**src/rtl/pc_sequencer_pkg.sv**
```systemverilog
// Shared definitions for the program-counter sequencer: flow-mode encodings
// and the sequential instruction increment.
package pc_sequencer_pkg;

    typedef enum logic [1:0] {
        PC_SEQ  = 2'b00,
        PC_BR   = 2'b01,
        PC_JMP  = 2'b10,
        PC_RJMP = 2'b11
    } pc_mode_e;

    localparam int PC_INC = 2;

endpackage

```
**src/rtl/ras_stack.sv**
```systemverilog
// Circular return-address stack: push writes at the pointer, pop steps back,
// and a push onto a full stack silently overwrites the oldest entry.
module ras_stack #(
    parameter int W         = 16,
    parameter int RAS_DEPTH = 4
) (
    input  logic                         clk,
    input  logic                         rst,
    input  logic                         push,
    input  logic                         pop,
    input  logic [W-1:0]                 push_data,
    output logic [W-1:0]                 top,
    output logic [$clog2(RAS_DEPTH):0]   count
);

    localparam int            PW   = $clog2(RAS_DEPTH);
    localparam logic [PW:0]   FULL = (PW+1)'(RAS_DEPTH);

    logic [W-1:0]  r_mem [RAS_DEPTH];
    logic [PW-1:0] r_ptr;
    logic [PW:0]   r_count;

    logic          w_pop;
    logic [PW-1:0] w_top_idx;
    logic [PW-1:0] w_wr_idx;

    assign w_pop     = pop && (r_count != '0);
    assign w_top_idx = r_ptr - 1'b1;
    // Pop-then-push lands on the slot just vacated, replacing the top in place.
    assign w_wr_idx  = w_pop ? w_top_idx : r_ptr;

    // NOTE: state registers use non-blocking assignments so every flop samples
    // pre-edge values regardless of statement order.
    always_ff @(posedge clk or negedge rst) begin
        if (!rst) begin
            r_ptr   <= '0;
            r_count <= '0;
        end else begin
            case ({push, w_pop})
                2'b10: begin
                    r_ptr   <= r_ptr + 1'b1;
                    r_count <= (r_count == FULL) ? r_count : r_count + 1'b1;
                end
                2'b01: begin
                    r_ptr   <= r_ptr - 1'b1;
                    r_count <= r_count - 1'b1;
                end
                default: ;
            endcase
        end
    end

    // NOTE: the storage array has no reset; entries are only read once counted
    // valid, so clearing them would cost a reset net on every bit for nothing.
    always_ff @(posedge clk) begin
        if (push) begin
            r_mem[w_wr_idx] <= push_data;
        end
    end

    assign top   = r_mem[w_top_idx];
    assign count = r_count;

endmodule

```
**src/rtl/pc_sequencer.sv**
```systemverilog
// Front-of-fetch program counter: selects sequential, branch, jump, register
// jump or return target, with stall, sticky halt and a return-address stack.
module pc_sequencer
    import pc_sequencer_pkg::*;
#(
    parameter int             W         = 16,
    parameter int             IW_I      = 8,
    parameter int             IW_D      = 11,
    parameter logic [W-1:0]   RESET_PC  = '0,
    parameter int             RAS_DEPTH = 4
) (
    input  logic                         clk,
    input  logic                         rst,
    input  logic                         stall,
    input  logic                         halt,
    input  logic [1:0]                   mode,
    input  logic                         take,
    input  logic [IW_I-1:0]              imm_i,
    input  logic [IW_D-1:0]              imm_d,
    input  logic [W-1:0]                 rs_val,
    input  logic                         link,
    input  logic                         ret,
    output logic [W-1:0]                 pc,
    output logic [W-1:0]                 pc_plus2,
    output logic                         halted,
    output logic                         misalign,
    output logic                         ras_underflow,
    output logic [$clog2(RAS_DEPTH):0]   ras_count
);

    logic [W-1:0] r_pc;
    logic         r_halted;
    logic         r_misalign;
    logic         r_ras_underflow;

    pc_mode_e                   w_mode;
    logic [W-1:0]               w_pc_plus2;
    logic [W-1:0]               w_sext_i;
    logic [W-1:0]               w_sext_d;
    logic [W-1:0]               w_target;
    logic [W-1:0]               w_ras_top;
    logic [$clog2(RAS_DEPTH):0] w_ras_count;
    logic                       w_ret_hit;
    logic                       w_redirect;
    logic                       w_commit;

    assign w_mode     = pc_mode_e'(mode);
    assign w_pc_plus2 = r_pc + W'(PC_INC);
    assign w_sext_i   = {{(W-IW_I){imm_i[IW_I-1]}}, imm_i};
    assign w_sext_d   = {{(W-IW_D){imm_d[IW_D-1]}}, imm_d};
    assign w_ret_hit  = ret && (w_ras_count != '0);
    assign w_commit   = !r_halted && !halt && !stall;
    assign w_redirect = w_ret_hit || (w_mode == PC_RJMP) || (w_mode == PC_JMP) ||
                        ((w_mode == PC_BR) && take);

    // NOTE: the default is assigned before the branches so no path leaves the
    // target unassigned, which would otherwise infer a latch.
    always_comb begin
        w_target = w_pc_plus2;
        if (w_ret_hit) begin
            w_target = w_ras_top;
        end else begin
            case (w_mode)
                PC_RJMP: w_target = rs_val + w_sext_i;
                PC_JMP:  w_target = w_pc_plus2 + w_sext_d;
                PC_BR:   if (take) w_target = w_pc_plus2 + w_sext_i;
                default: ;
            endcase
        end
    end

    ras_stack #(
        .W         (W),
        .RAS_DEPTH (RAS_DEPTH)
    ) u_ras (
        .clk       (clk),
        .rst       (rst),
        .push      (w_commit && w_redirect && link),
        .pop       (w_commit && w_ret_hit),
        .push_data (w_pc_plus2),
        .top       (w_ras_top),
        .count     (w_ras_count)
    );

    always_ff @(posedge clk or negedge rst) begin
        if (!rst) begin
            r_pc            <= RESET_PC;
            r_halted        <= 1'b0;
            r_misalign      <= 1'b0;
            r_ras_underflow <= 1'b0;
        end else begin
            r_halted        <= r_halted | halt;
            r_misalign      <= w_commit & w_target[0];
            r_ras_underflow <= w_commit & ret & ~w_ret_hit;
            if (w_commit) begin
                r_pc <= {w_target[W-1:1], 1'b0};
            end
        end
    end

    assign pc            = r_pc;
    assign pc_plus2      = w_pc_plus2;
    assign halted        = r_halted;
    assign misalign      = r_misalign;
    assign ras_underflow = r_ras_underflow;
    assign ras_count     = w_ras_count;

endmodule

```
**config.mk**
```make
export PLATFORM = sky130hd
export DESIGN_NAME = pc_sequencer
export DESIGN_NICKNAME = d
export VERILOG_FILES = /design/src/rtl/pc_sequencer_pkg.sv /design/src/rtl/ras_stack.sv /design/src/rtl/pc_sequencer.sv
export SDC_FILE = /design/constraint.sdc
export NUM_CORES = 1
export LEC_CHECK = 0
export BUFFER_PORTS_ARGS = -buffer_cell sky130_fd_sc_hd__clkbuf_2
export CELL_PAD_IN_SITES_DETAIL_PLACEMENT = 1
export CELL_PAD_IN_SITES_GLOBAL_PLACEMENT = 2
export CORE_MARGIN = 1
export CORE_UTILIZATION = 41
export CTS_CLUSTER_DIAMETER = 30
export DETAILED_ROUTE_END_ITERATION = 10
export PLACE_DENSITY = 0.9
export SLEW_MARGIN = 20
export SYNTH_ARGS = -nofsm -noshare
export SYNTH_HDL_FRONTEND = slang
export SYNTH_SLANG_ARGS = --single-unit
```
**constraint.sdc**
```tcl
create_clock -name clk -period 7.7 [get_ports clk]
set_clock_uncertainty 0.05 [all_clocks]
set_input_delay 0.77 -clock clk [delete_from_list [all_inputs] [get_ports clk]]
set_output_delay 0.77 -clock clk [all_outputs]
set_load 0.01 [all_outputs]
```
==> impl_results.md, run 1 <==
* Outcome: complete, no violations
* Synth async-reset ratio at 27.7%
* 1st-iter DRT viols at between 200 and 300
* Ys Warns at 0
* Row Count at 43
* Critical path buffers and inverters at 0
* Syn avg cell area at between 10 and 15 sq um
* CP max FO at 8
* Vias in the first global route at 5008
* RSZ-0062 raised after global routing: no
* Req. time, crit path at 7.86 ns
* Clock transition at the registers of the reported paths at 0.06 ns
* Core Area at about 14000 sq um
* Worst rel slew slack at 21.1%
* Achievable Freq at around 250 MHz
* Met1 Resource Use GR at 31.7%
* CP top delay family: compound AO/OA/AOI/OAI gates
* Initial Util at between 40% and 50%
* Final HPWL DP at 13200 um
* Resize count post-CTS at 0
* CP most frequent cell: ha_1
* Setup ws final at 3.70 ns
* EDFF count, synth at 60
* Max Buffers Root-to-Sink at 2
* H-tree depth at 3
* DRT antenna net count at 0
* R2R Setup Slk at 3.70 ns
* Final Hold Fails at 0
* Via Count at approximately 4800
* Critical path's largest stage delay at 0.92 ns
* Total GRT Usage at roughly a quarter
* Routability cong. at 0.861
* CP Class: flip-flop to flip-flop
* Main synth FF type: edfxtp_1
* # port buffers at between 70 and 80
* Layout Nets at 726
* Share of post-route cells with drive strength above 1 at 21.5%
* Largest net degree at the start of global routing at 24
* Synth Cell Area at 5910 sq um
* P&R area growth vs syn at 14.8%
* CTS sink count at 83
* Final WL at 17100 um
* CTS tree: built
* Critical Path AT at 4.16 ns
* Max Cap Viol at 0
* Least-Margin Pin Slew at 1.18 ns
* First-pass GRT wire length at 26900 um
* Clock root buffer: clkbuf_16
* #FFs+latches synth at 83
* Synth unique cells at 65
* Horiz. Die Dim at 122 um
* Final Max Slew Viols at 0
* Grt total ovfl at 0
* Ant. Diodes at 0
* IO Pins at 82
* Crit path max-delay cell type: xnor2_1
* Worst slack at placement at 3.65 ns
* Setup bufs post-CTS at 0
* Hold Path Class: primary input to asynchronous set/reset pin
* Post-Synthesis Cells at 550
* Startpoint Class: flip-flop
* CTS Buf Count at 9
* DRC at 0
* Tcrit/Tclk final at 51.9%
* Total die area at 14900 sq um
* Final Critical Period at between 3 and 4 ns
* Clk Latency, worst-skew pair at 0.33 ns
* M2 GR Usage at 41.4%
* Critical path cell sequence: ha_1 -> nand3_1 -> xnor2_1 -> ha_1 -> o21a_1 -> o31a_1 -> o41a_1 -> a31oi_1 -> mux2i_1 -> a211oi_1 -> a21oi_1
* Initial antenna violation count at 0
* Hold-fix buffers, CTS at 0
* CP endpoint kind: flip-flop
* Setup TNS at 0 ns
* Vias per inst at a little under 6
* Drt wl/cell at ~21 um
* Drt pass-1 iters at 4
* Static Leak at ~2.8 nW
* Sequential fraction of the synthesis area at 40.2%
* Pwr dens at 207 nW/um^2
* Chip Height at 122 um
* # setup viols final at 0
* Worst IR drop on VDD at 0.113 mV
* Core Util, Final at 48.5%
* Global route hottest layer: met2
* Met3 Use GR at 2.62%
layer usage:
| metal | wire [um] | share of wire (%) | vias up |
|---|---|---|---|
| met1 | 7760 | 46 | 2411 |
| met3 | 606 | 3.6 | 18 |
| met4 | 245 | 1.4 | 0 |
| met5 | 0 | 0 | - |
| met2 | 8440 | 49 | 104 |
| li1 | - | - | 2287 |
registers in the layout, indices dropped and copies added (netlist names):
register	flops
pc	15
halted	1
misalign	1
u_ras.r_mem	60
u_ras.count	3
u_ras.r_ptr	2
ras_underflow	1
worst paths after layout:
path | from | end | cells past startpoint
setup / recovery | pc[1]$_DFFE_PN0P_ | pc[14]$_DFFE_PN0P_ | 11
hold / removal | rst | halted$_DFF_PN0_ | 1
setup reg to reg | pc[1]$_DFFE_PN0P_ | pc[14]$_DFFE_PN0P_ | 11
hold reg to reg | halted$_DFF_PN0_ | halted$_DFF_PN0_ | 1
max in group asynchronous | rst | pc[11]$_DFFE_PN0P_ | 1
min in group clk | halted$_DFF_PN0_ | halted$_DFF_PN0_ | 1
final cells by class:
| cell class | count | area (sq um) |
|---|---|---|
| fill | 1542 | 7200 |
| tap | 180 | 225 |
| multi-input combinational | 437 | 3380 |
| sequential | 83 | 2380 |
| inverter | 15 | 56.3 |
| clock inverter | 6 | 63.8 |
| clock buffer | 10 | 239 |
| timing repair buffer | 85 | 440 |
placed cells by master, fill, tap and decap left out, types with 10 or more instances in the layout:
master / count
clkbuf_2: 79
edfxtp_1: 60
ha_1: 47
a21oi_1: 45
nand2_1: 35
xnor2_1: 35
nor2_1: 34
o21ai_0: 25
dfrtp_1: 23
a21o_1: 18
a211oi_1: 16
inv_1: 14
mux4_2: 14
xor2_1: 12
nor3_1: 12
nand3_1: 11
a31oi_1: 11
nand2b_1: 10
report_power, final:
group / internal [W] / switching, W / leakage [nW]
Combinational: 0.000191 / 0.000255 / 1.86
Clock: 0.000260 / 0.000175 / 0.145
Sequential: 0.000502 / 0.0000228 / 0.832
Total: 0.000952 / 0.000453 / 2.83
synth_stat cells, types with 3 or more instances:
master,n,area share (%)
nand2b_1,10,1.1
a22oi_1,5,0.64
edfxtp_1,60,30
mux2i_1,9,1.5
o22ai_1,9,0.95
nand2_1,35,2.2
ha_1,47,9.9
nor3_1,12,1.0
nor2_1,34,2.2
and3_1,8,0.85
a31oi_1,11,1.2
mux2_2,4,0.76
dfrtp_1,23,9.7
or2_2,3,0.32
nand3b_1,6,0.76
o21a_1,3,0.38
fa_1,4,1.4
inv_1,14,0.89
xnor2_1,35,5.2
a21o_1,18,2.3
nand4_1,4,0.42
xor2_1,12,1.8
a221oi_1,7,1.0
a211oi_1,16,2.0
clkbuf_1,8,0.51
clkbuf_8,3,0.70
a21o_2,3,0.44
a21oi_1,45,3.8
nor2b_1,5,0.53
mux4_2,14,5.3
nand3_1,11,0.93
o21ai_0,25,2.1
metrics by stage:
stage / power, W / instance area [sq um] / hold slack [ns] / cells
after global routing: 0.00147 / 6780 / 0.446 / 816
after global placement: 0.000959 / 6480 / 0.434 / 800
after detailed placement: 0.000977 / 6480 / 0.500 / 800
after floorplan: 0.000840 / 5910 / 0.424 / 551
final: 0.00141 / 6780 / 0.404 / 816
after CTS: 0.00141 / 6780 / 0.410 / 816
logic make-up (layout without fill, tap and decap cells):
| kind of cell | count (synthesis) | count (layout) | synth area share (%) |
|---|---|---|---|
| AO/OA/AOI/OAI | 167 | 167 | 18.8 |
| XOR/XNOR | 47 | 47 | 6.96 |
| adder cells (fa/ha/maj) | 51 | 51 | 11.3 |
| buffers and inverters | 31 | 116 | 2.62 |
| flip-flops | 83 | 83 | 40.2 |
| multiplexers | 28 | 28 | 8.07 |
| other | 1 | 2 | 0.0634 |
| AND/OR/NAND/NOR | 142 | 142 | 12.0 |
Note: power is estimated with default switching activity, not from simulation.
==> run 2, diff against run 1 <==
Settings changed: CORE_UTILIZATION 41 to 38, PLACE_DENSITY 0.9 to 0.85.
Clock period 7.7 ns to 3.72 ns, I/O delays scaled along.
==> run 2 against run 1 <==
Worst setup slack lost 3.5 ns; sequential share of layout area decreased by 0.66 points; combinational power is 110% higher; sequential cell count is the same; final area grew 1.9%; cell count up 2.8%; total power grew 110%; hold slack got worse by 0.40 ns; via count is 0.83% lower; clock power increased by 100%; largest cell class unchanged; first-iteration DRC count is 10% higher; wire length is 1.0% higher.
==> impl_results.md, run 2 (synthesis gave the netlist of run 1 again) <==
* Outcome: complete, no violations (unchanged)
* Cell Area, Placed at 6610 sq um (was 6480 sq um)
* Row Count at 45 (was 43)
* Largest register FFs at 60 (unchanged)
* Grt total ovfl at 0 (unchanged)
* Tot Pwr at 0.00292 W (was 0.00141 W)
* RSZ-0062 raised after global routing: no (unchanged)
* H-tree depth at 3 (unchanged)
* Clock root buffer: clkbuf_16 (unchanged)
* Final Critical Period at 3.48 ns (was 4.00 ns)
* Horiz. Die Dim at 127 um (was 122 um)
* DRT antenna net count at 0 (unchanged)
* Initial antenna violation count at 0 (unchanged)
* Final Max Slew Viols at 0 (unchanged)
* R2R Setup Slk at 0.24 ns (was 3.70 ns)
* Final Hold Fails at 0 (unchanged)
* Final HPWL DP at 13400 um (was 13200 um)
* Largest net degree at the start of global routing at 24 (unchanged)
* Routability cong. at 0.857 (was 0.861)
* # setup viols final at 0 (unchanged)
* Critical Path AT at 3.65 ns (was 4.16 ns)
* Worst hold slack at 0.00410 ns (was 0.404 ns)
* Share of post-route cells with drive strength above 1 at 23.2% (was 21.5%)
* Static Leak at 2.92 nW (was 2.83 nW)
* Max Cap Viol at 0 (unchanged)
* CP Class: flip-flop to flip-flop (unchanged)
* CTS Buf Count at 9 (unchanged)
* Worst rel slew slack at 38.1% (was 21.1%)
* Clk Latency, worst-skew pair at 0.34 ns (was 0.33 ns)
* CP max FO at 7 (was 8)
* Fin area at 6910 sq um (was 6780 sq um)
* Total die area at 16100 sq um (was 14900 sq um)
* Layout Nets at 742 (was 726)
* Total GRT Usage at 22.4% (was 24.0%)
* Worst IR drop on VDD at 0.217 mV (was 0.113 mV)
* Highest-count cells in the layout ignoring fill and taps: clkbuf_2, edfxtp_1, ha_1 (unchanged)
* CTS sink count at 83 (unchanged)
* CP endpoint kind: flip-flop (unchanged)
* Tcrit/Tclk final at 93.7% (was 51.9%)
* Least-Margin Pin Slew at 0.928 ns (was 1.18 ns)
* Final WL at 17200 um (was 17100 um)
* Reg with most FFs: u_ras.r_mem (unchanged)
* FILL cells at 1720 (was 1542)
* Chip Height at 127 um (was 122 um)
* Drt pass-1 iters at 4 (unchanged)
* Multi-input logic area at 3390 sq um (was 3380 sq um)
* IO Pins at 82 (unchanged)
* Core Area at 15200 sq um (was 14000 sq um)
* First-pass GRT wire length at 27500 um (was 26900 um)
* Setup TNS at 0 ns (unchanged)
* P&R area growth vs syn at 17.0% (was 14.8%)
* Register area at 2380 sq um (unchanged)
* Clock transition at the registers of the reported paths at 0.06 ns (about the same)
* Most common cell after layout, fill and taps aside: clkbuf_2 (unchanged)
* Drt wl/cell at 20.5 um (was 20.9 um)
* Startpoint Class: flip-flop (unchanged)
* # port buffers at 79 (unchanged)
* Pwr dens at 422 nW/um^2 (was 207 nW/um^2)
* Initial Util at 38.9% (was 42.3%)
* Hold Path Class: primary input to asynchronous set/reset pin (unchanged)
* DRC at 0 (unchanged)
* Max Buffers Root-to-Sink at 2 (unchanged)
* Vias in the first global route at 4960 (was 5008)
* Ant. Diodes at 0 (unchanged)
* Vias per inst at 5.70 (was 5.91)
* Setup ws final at 0.235 ns (was 3.70 ns)
* CTS tree: built (unchanged)
* Achievable Freq at 287 MHz (was 250 MHz)
* Via Count at 4780 (was 4820)
* Worst slack at placement at 0.153 ns (was 3.65 ns)
* Req. time, crit path at 3.88 ns (was 7.86 ns)
* 1st-iter DRT viols at 321 (was 291)
run 2: cell count changes in the layout (fill, tap and decap cells not counted), sizes merged:
cell      previous run  this run
clkinv               3         2
buf                  6        22
inv                 15        14
clkinvlp             2         0
clkbuf              89        92
run 2: cell type report:
| type | instances | area share (%) |
|---|---|---|
| clock buffer | 13 | 3.76 |
| clock inverter | 2 | 0.507 |
| inverter | 15 | 0.814 |
| multi-input combinational | 437 | 49.0 |
| sequential | 83 | 34.4 |
| tap | 188 | 3.40 |
| timing repair buffer | 101 | 8.11 |
run 2: routing by layer:
metal | share of wire [%] | global-route usage (%)
met5 | 0 | 0
met4 | 2.0 | 7.42
met3 | 3.1 | 1.73
met1 | 46 | 29.3
met2 | 49 | 39.3
run 2: critical path, cell delays in order (launching register included):
cell	delay, ns
dfrtp_1	0.49
ha_1	0.33
xor2_2	0.34
ha_1	0.35
o21a_1	0.20
a2111o_1	0.41
a21oi_1	0.28
o21ba_2	0.23
o21ba_2	0.14
mux2i_1	0.07
a211oi_1	0.34
a21oi_1	0.10
run 2: path summary, 6_finish.rpt:
kind | start | end | depth (start not counted)
worst min register to register | halted$_DFF_PN0_ | halted$_DFF_PN0_ | 1
max in group asynchronous | rst | pc[10]$_DFFE_PN0P_ | 1
worst max register to register | pc[1]$_DFFE_PN0P_ | pc[12]$_DFFE_PN0P_ | 11
worst min-delay path | rst | halted$_DFF_PN0_ | 1
min in group clk | halt | halted$_DFF_PN0_ | 2
worst max-delay path | pc[1]$_DFFE_PN0P_ | pc[12]$_DFFE_PN0P_ | 11
run 2: what timing repair did:
item / CTS / global route
setup buffers: 0 / 0
setup endpoints to repair: 0 / 2
gates resized for setup: 0 / 1
hold buffers: 0 / 0
run 2: report_power, final:
part	internal, W	leakage, nW	switching, W	total, W
logic	0.000414	1.94	0.000521	0.000935
clock network	0.000552	0.146	0.000333	0.000884
registers	0.00104	0.832	0.0000581	0.00110
total	0.00200	2.92	0.000912	0.00292
run 2: metrics by stage:
stage          cells  utilization (%)
2_1_floorplan    551                -
6_report         839             45.5
3_3_place_gp     824             43.5
5_1_grt          839             45.5
4_1_cts          839             45.4
3_5_place_dp     824             43.5
